<file path="src/rtl/instr_fetch_sequencer.sv">
// Instruction fetch sequencer: reads instruction words (and an optional
// immediate word) from a synchronous program memory, holds them stable for the
// control unit, and hands execution over with run/done. Includes halt handling,
// modulo program-counter wrap and an execution watchdog.
module instr_fetch_sequencer #(
  parameter int ADDR_W  = 8,
  parameter int TIMEOUT = 15
) (
  input  logic              clk,
  input  logic              reset_n,
  input  logic              start,
  input  logic              halt_req,
  output logic [ADDR_W-1:0] mem_addr,
  output logic              mem_rd_en,
  input  logic [15:0]       mem_rdata,
  output logic              run,
  input  logic              done,
  output logic [15:0]       instr_out,
  output logic [15:0]       imm_out,
  output logic [ADDR_W-1:0] pc_out,
  output logic              busy,
  output logic              halted,
  output logic              error
);

  localparam int WD_W = $clog2(TIMEOUT + 1);

  typedef enum logic [2:0] {
    S_IDLE,
    S_FREQ,
    S_FWAIT,
    S_IREQ,
    S_IWAIT,
    S_ISSUE,
    S_HALT,
    S_ERR
  } state_t;

  state_t            r_state;
  logic [ADDR_W-1:0] r_pc;
  logic [ADDR_W-1:0] r_mem_addr;
  logic              r_rd_en;
  logic              r_run;
  logic [15:0]       r_instr;
  logic [15:0]       r_imm;
  logic              r_busy;
  logic              r_halted;
  logic              r_error;
  logic              r_halt_pend;
  logic [WD_W-1:0]   r_wd;

  logic [ADDR_W-1:0] w_pc_plus1;
  logic [ADDR_W-1:0] w_pc_adv;
  logic [WD_W-1:0]   w_wd_inc;
  logic              w_halt_op;
  logic              w_halt_any;

  // The step past the current instruction depends on whether it carried an immediate.
  assign w_pc_plus1 = r_pc + ADDR_W'(1);
  assign w_pc_adv   = r_instr[12] ? (r_pc + ADDR_W'(2)) : w_pc_plus1;
  assign w_wd_inc   = r_wd + WD_W'(1);
  assign w_halt_op  = (mem_rdata[15:13] == 3'b111);
  assign w_halt_any = r_halt_pend | halt_req;

  // Sequencer FSM; every output is a register updated here.
  always_ff @(posedge clk) begin
    if (!reset_n) begin
      r_state     <= S_IDLE;
      r_pc        <= '0;
      r_mem_addr  <= '0;
      r_rd_en     <= 1'b0;
      r_run       <= 1'b0;
      r_instr     <= '0;
      r_imm       <= '0;
      r_busy      <= 1'b0;
      r_halted    <= 1'b0;
      r_error     <= 1'b0;
      r_halt_pend <= 1'b0;
      r_wd        <= '0;
    end else begin
      case (r_state)
        S_IDLE, S_HALT: begin
          // Read strobe is raised on entry so it is high for the whole request cycle.
          if (start) begin
            r_pc       <= '0;
            r_mem_addr <= '0;
            r_rd_en    <= 1'b1;
            r_busy     <= 1'b1;
            r_halted   <= 1'b0;
            r_state    <= S_FREQ;
          end
        end
        S_FREQ: begin
          r_rd_en <= 1'b0;
          r_state <= S_FWAIT;
        end
        S_FWAIT: begin
          r_instr <= mem_rdata;
          if (w_halt_op) begin
            // pc stays on the halt word.
            r_halted <= 1'b1;
            r_busy   <= 1'b0;
            r_state  <= S_HALT;
          end else if (mem_rdata[12]) begin
            r_mem_addr <= w_pc_plus1;
            r_rd_en    <= 1'b1;
            r_state    <= S_IREQ;
          end else begin
            r_wd        <= '0;
            r_halt_pend <= 1'b0;
            r_state     <= S_ISSUE;
          end
        end
        S_IREQ: begin
          r_rd_en <= 1'b0;
          r_state <= S_IWAIT;
        end
        S_IWAIT: begin
          r_imm       <= mem_rdata;
          r_wd        <= '0;
          r_halt_pend <= 1'b0;
          r_state     <= S_ISSUE;
        end
        S_ISSUE: begin
          if (done) begin
            r_run      <= 1'b0;
            r_pc       <= w_pc_adv;
            r_mem_addr <= w_pc_adv;
            if (w_halt_any) begin
              r_halted <= 1'b1;
              r_busy   <= 1'b0;
              r_state  <= S_HALT;
            end else begin
              r_rd_en <= 1'b1;
              r_state <= S_FREQ;
            end
          end else begin
            r_halt_pend <= w_halt_any;
            // Only cycles with run already high count against the watchdog.
            if (r_run && (w_wd_inc == WD_W'(TIMEOUT))) begin
              r_run   <= 1'b0;
              r_error <= 1'b1;
              r_busy  <= 1'b0;
              r_state <= S_ERR;
            end else begin
              if (r_run) r_wd <= w_wd_inc;
              r_run <= 1'b1;
            end
          end
        end
        S_ERR: begin
          r_run   <= 1'b0;
          r_rd_en <= 1'b0;
        end
        default: r_state <= S_IDLE;
      endcase
    end
  end

  assign mem_addr  = r_mem_addr;
  assign mem_rd_en = r_rd_en;
  assign run       = r_run;
  assign instr_out = r_instr;
  assign imm_out   = r_imm;
  assign pc_out    = r_pc;
  assign busy      = r_busy;
  assign halted    = r_halted;
  assign error     = r_error;

endmodule

</file>
<file path="config.mk">
export PLATFORM = sky130hd
export DESIGN_NAME = instr_fetch_sequencer
export DESIGN_NICKNAME = d
export VERILOG_FILES = /design/src/rtl/instr_fetch_sequencer.sv
export SDC_FILE = /design/constraint.sdc
export NUM_CORES = 1
export LEC_CHECK = 0
export CELL_PAD_IN_SITES_DETAIL_PLACEMENT = 1
export CELL_PAD_IN_SITES_GLOBAL_PLACEMENT = 1
export CORE_AREA = 2 2 129 100
export DETAILED_ROUTE_END_ITERATION = 10
export DIE_AREA = 0 0 131 102
export MAX_ROUTING_LAYER = met4
export PLACE_DENSITY_LB_ADDON = 0.1
export SLEW_MARGIN = 20
export SYNTH_ARGS = -nofsm -noshare
export SYNTH_HDL_FRONTEND = slang
export SYNTH_SLANG_ARGS = --single-unit
</file>
<file path="constraint.sdc">
create_clock -name clk -period 1.8 [get_ports clk]
set_clock_uncertainty 0.05 [all_clocks]
set_input_delay 0.54 -clock clk [delete_from_list [all_inputs] [get_ports clk]]
set_output_delay 0.54 -clock clk [all_outputs]
set_load 0.01 [all_outputs]
</file>
==> flow_summary.json <==
{
  "p_leak_uw": 0.00219,
  "syn_area_sq_um": 2970,
  "worst_setup_path_end_kind": "register",
  "hold_class": "reg2reg",
  "cts.clk_slew.worst_paths_ps": 50,
  "synthTopCellsByArea": "dfxtp_1 41%, nand2_1 12%, a21oi_1 8.1%",
  "finalSetupViolations": 1,
  "die_w_microns": 131,
  "failed_checks": "setup timing",
  "clk_latency_ps": 330,
  "worst_slack_ps": -58.8,
  "drt_pass1_iterations": 4,
  "synth-async-reset-ratio": 0,
  "antenna_found_initial": 0,
  "hold_violations": 0,
  "h-tree-depth": 3,
  "synth_top_area_share": 0.412,
  "synth-edff-count": 0,
  "yosys_most_used_dff": "dfxtp_1",
  "worstSetupPathType": "reg2reg",
  "ctsHoldBuffers": 0,
  "portBuffers": 73,
  "cp-start-kind": "register",
  "routed_wl_mm": 11.1,
  "min_period_ps": 1860,
  "netlist-cell-type-count": 57,
  "cts_buffers": 9,
  "via_per_inst": 4.75,
  "critPathSlowestCell": "or4_1",
  "maxSlewViolCount": 0,
  "wl_per_cell_microns": 15.9,
  "power_uw": 4360,
  "drt_iter0_drc": 91,
  "seq_area_frac_synth": 0.412,
  "synthCells": 386,
  "cts_root_buf": "clkbuf_16",
  "core_area_sq_um": 12000,
  "tightest_slew_ps": 352,
  "clock_sinks": 61,
  "postLayoutCoreUtil": 0.402,
  "period_share": 1.03,
  "via_count": 3304,
  "rsz0062_at_grt": "yes",
  "grt_pass1_wl_mm": 17.4,
  "initial_core_util": 0.246,
  "peakVddDrop_v": 0.000420,
  "ys_ff_latch": 61,
  "cts.path.max_buffers": 2,
  "max_freq_mhz": 538,
  "layout-drive-gt1-share": 0.260,
  "worstPathCellList": "ha_4 -> nor2_2 -> a311o_1 -> o21bai_4 -> or4_1 -> a31oi_1",
  "drv_cap": 0,
  "synth_area_leader_cell": "dfxtp_1",
  "grt_overflow": 0,
  "gpl.final_weighted_congestion": 0.844,
  "ioPinCount": 74,
  "relSlewSlack": 0.763,
  "grt_usage": 0.174,
  "dp_hpwl_mm": 7.95,
  "powerDensity_nw_per_um2": 901,
  "synth_nets": 412,
  "slowest_delay_ps": 480,
  "syn_to_final_growth_pct": 63.3,
  "cts_tree": "done",
  "grt_max_degree": 27,
  "grt_pass1_vias": 3409,
  "required_ps": 2000,
  "crit_fanout": 5,
  "dieHeight_microns": 102,
  "status": "finished with violations",
  "ys_warn_count": 0,
  "ant_nets": 0,
  "rows": 35,
  "diodes": 0,
  "crit_arrival_ps": 2060,
  "die_area_sq_um": 13400,
  "drc_errors": 0,
  "syn_avg_cell_area_sq_um": 7.69,
  "nets": 551
}
## path summary, 6_finish.rpt
path | startpoint | slack (ps) | cells past startpoint | to
worst min register to register | instr_out[14] | 400 | 2 | instr_out[14]
worst max register to register | r_wd[0] | -60 | 6 | r_wd[1]
worst max-delay path | r_wd[0] | -60 | 6 | r_wd[1]
worst min-delay path | instr_out[14] | 400 | 2 | instr_out[14]
## flip-flops by register name, indices dropped and copies added, names as in the netlist
name         count
halted           1
instr_out       16
mem_addr         8
pc_out           8
r_wd             4
run              1
r_state          3
mem_rd_en        1
error            1
imm_out         16
r_halt_pend      1
busy             1
## power breakdown
part | switching (uW) | leakage [uW] | internal (uW)
combinational | 570 | 0.00155 | 561
sequential | 55.3 | 0.000500 | 1440
clock | 633 | 0.000143 | 1110
total | 1260 | 0.00219 | 3110
## metrics by stage
| stage | cells | hold slack (ps) | instance area, sq um | setup slack (ps) | TNS (ps) |
|---|---|---|---|---|---|
| finish | 696 | 400 | 4850 | -58.8 | -58.8 |
| global route | 696 | 426 | 4850 | -99.8 | -220 |
| CTS | 688 | 404 | 4640 | -56.3 | -56.3 |
| detailed placement | 672 | 399 | 4360 | -539 | -10380 |
| global placement | 672 | 392 | 4360 | -522 | -10200 |
| floorplan | 386 | 431 | 2990 | -67.9 | -67.9 |
## what timing repair did
item	in CTS	in global routing
setup buffers	0	9
resized for setup	59	47
pin swaps	2	9
setup endpoints to repair	59	33
## worst max-delay path: cells and delay by family, from the launching register on
family                     cells  cell delay (ps)
adders and majority gates      1              150
and+or+nand+nor                2              510
AOI/OAI and AO/OA              3              680
DFF                            1              380
## per-layer routing
layer	global-route usage	vias up	part of all wire
met5	-	-	0
met4	0.0630	0	0.015
met3	0.0377	14	0.029
met2	0.273	47	0.47
met1	0.222	1599	0.48
li1	-	1644	-
## kinds of logic (layout without fill, tap and decap cells)
| logic type | Yosys count | in the layout | share of synthesized area |
|---|---|---|---|
| AO/OA/AOI/OAI | 113 | 113 | 0.241 |
| flip-flops | 61 | 61 | 0.412 |
| buffers and inverters | 38 | 182 | 0.0531 |
| multiplexers | 5 | 5 | 0.0173 |
| XOR/XNOR | 2 | 2 | 0.00591 |
| adder cells (fa/ha/maj) | 5 | 5 | 0.0211 |
| AND/OR/NAND/NOR | 162 | 162 | 0.250 |
## cell type report
type | instances | area [sq um]
fillers | 1443 | 7200
multi-input cells | 287 | 1710
repair buffers | 153 | 1340
flip-flops and latches | 61 | 1240
clock buffers | 12 | 246
well taps | 166 | 208
inverters | 13 | 48.8
clock inverters | 4 | 47.5
## Yosys cell counts, types with 3 or more instances
library cell	count
nor3_1	3
ha_1	5
nand2_1	93
or4_1	3
a211oi_1	5
buf_4	3
nor3b_1	3
buf_2	3
dfxtp_1	61
a31oi_1	8
o21ai_0	18
inv_1	11
o22ai_1	6
nand3_1	10
nor2_1	26
nand2b_1	3
clkbuf_1	18
mux2i_1	4
a21boi_0	3
nand4_1	3
nor2b_1	3
a21oi_1	48
## cells in the final DEF, fill, tap and decap left out, types with 5 or more instances in the layout
cell / instances
nand2_1: 92
buf_4: 74
dfxtp_1: 51
a21oi_1: 44
dlygate4sd2_1: 43
nor2_1: 21
o21ai_0: 15
clkdlybuf4s50_1: 15
dlymetal6s2s_1: 14
inv_1: 11
nand3_1: 9
clkbuf_16: 9
a31oi_1: 8
dfxtp_2: 6
nor2_2: 5
o22ai_1: 5
buf_6: 5
Power figures use the tool's default switching activity.
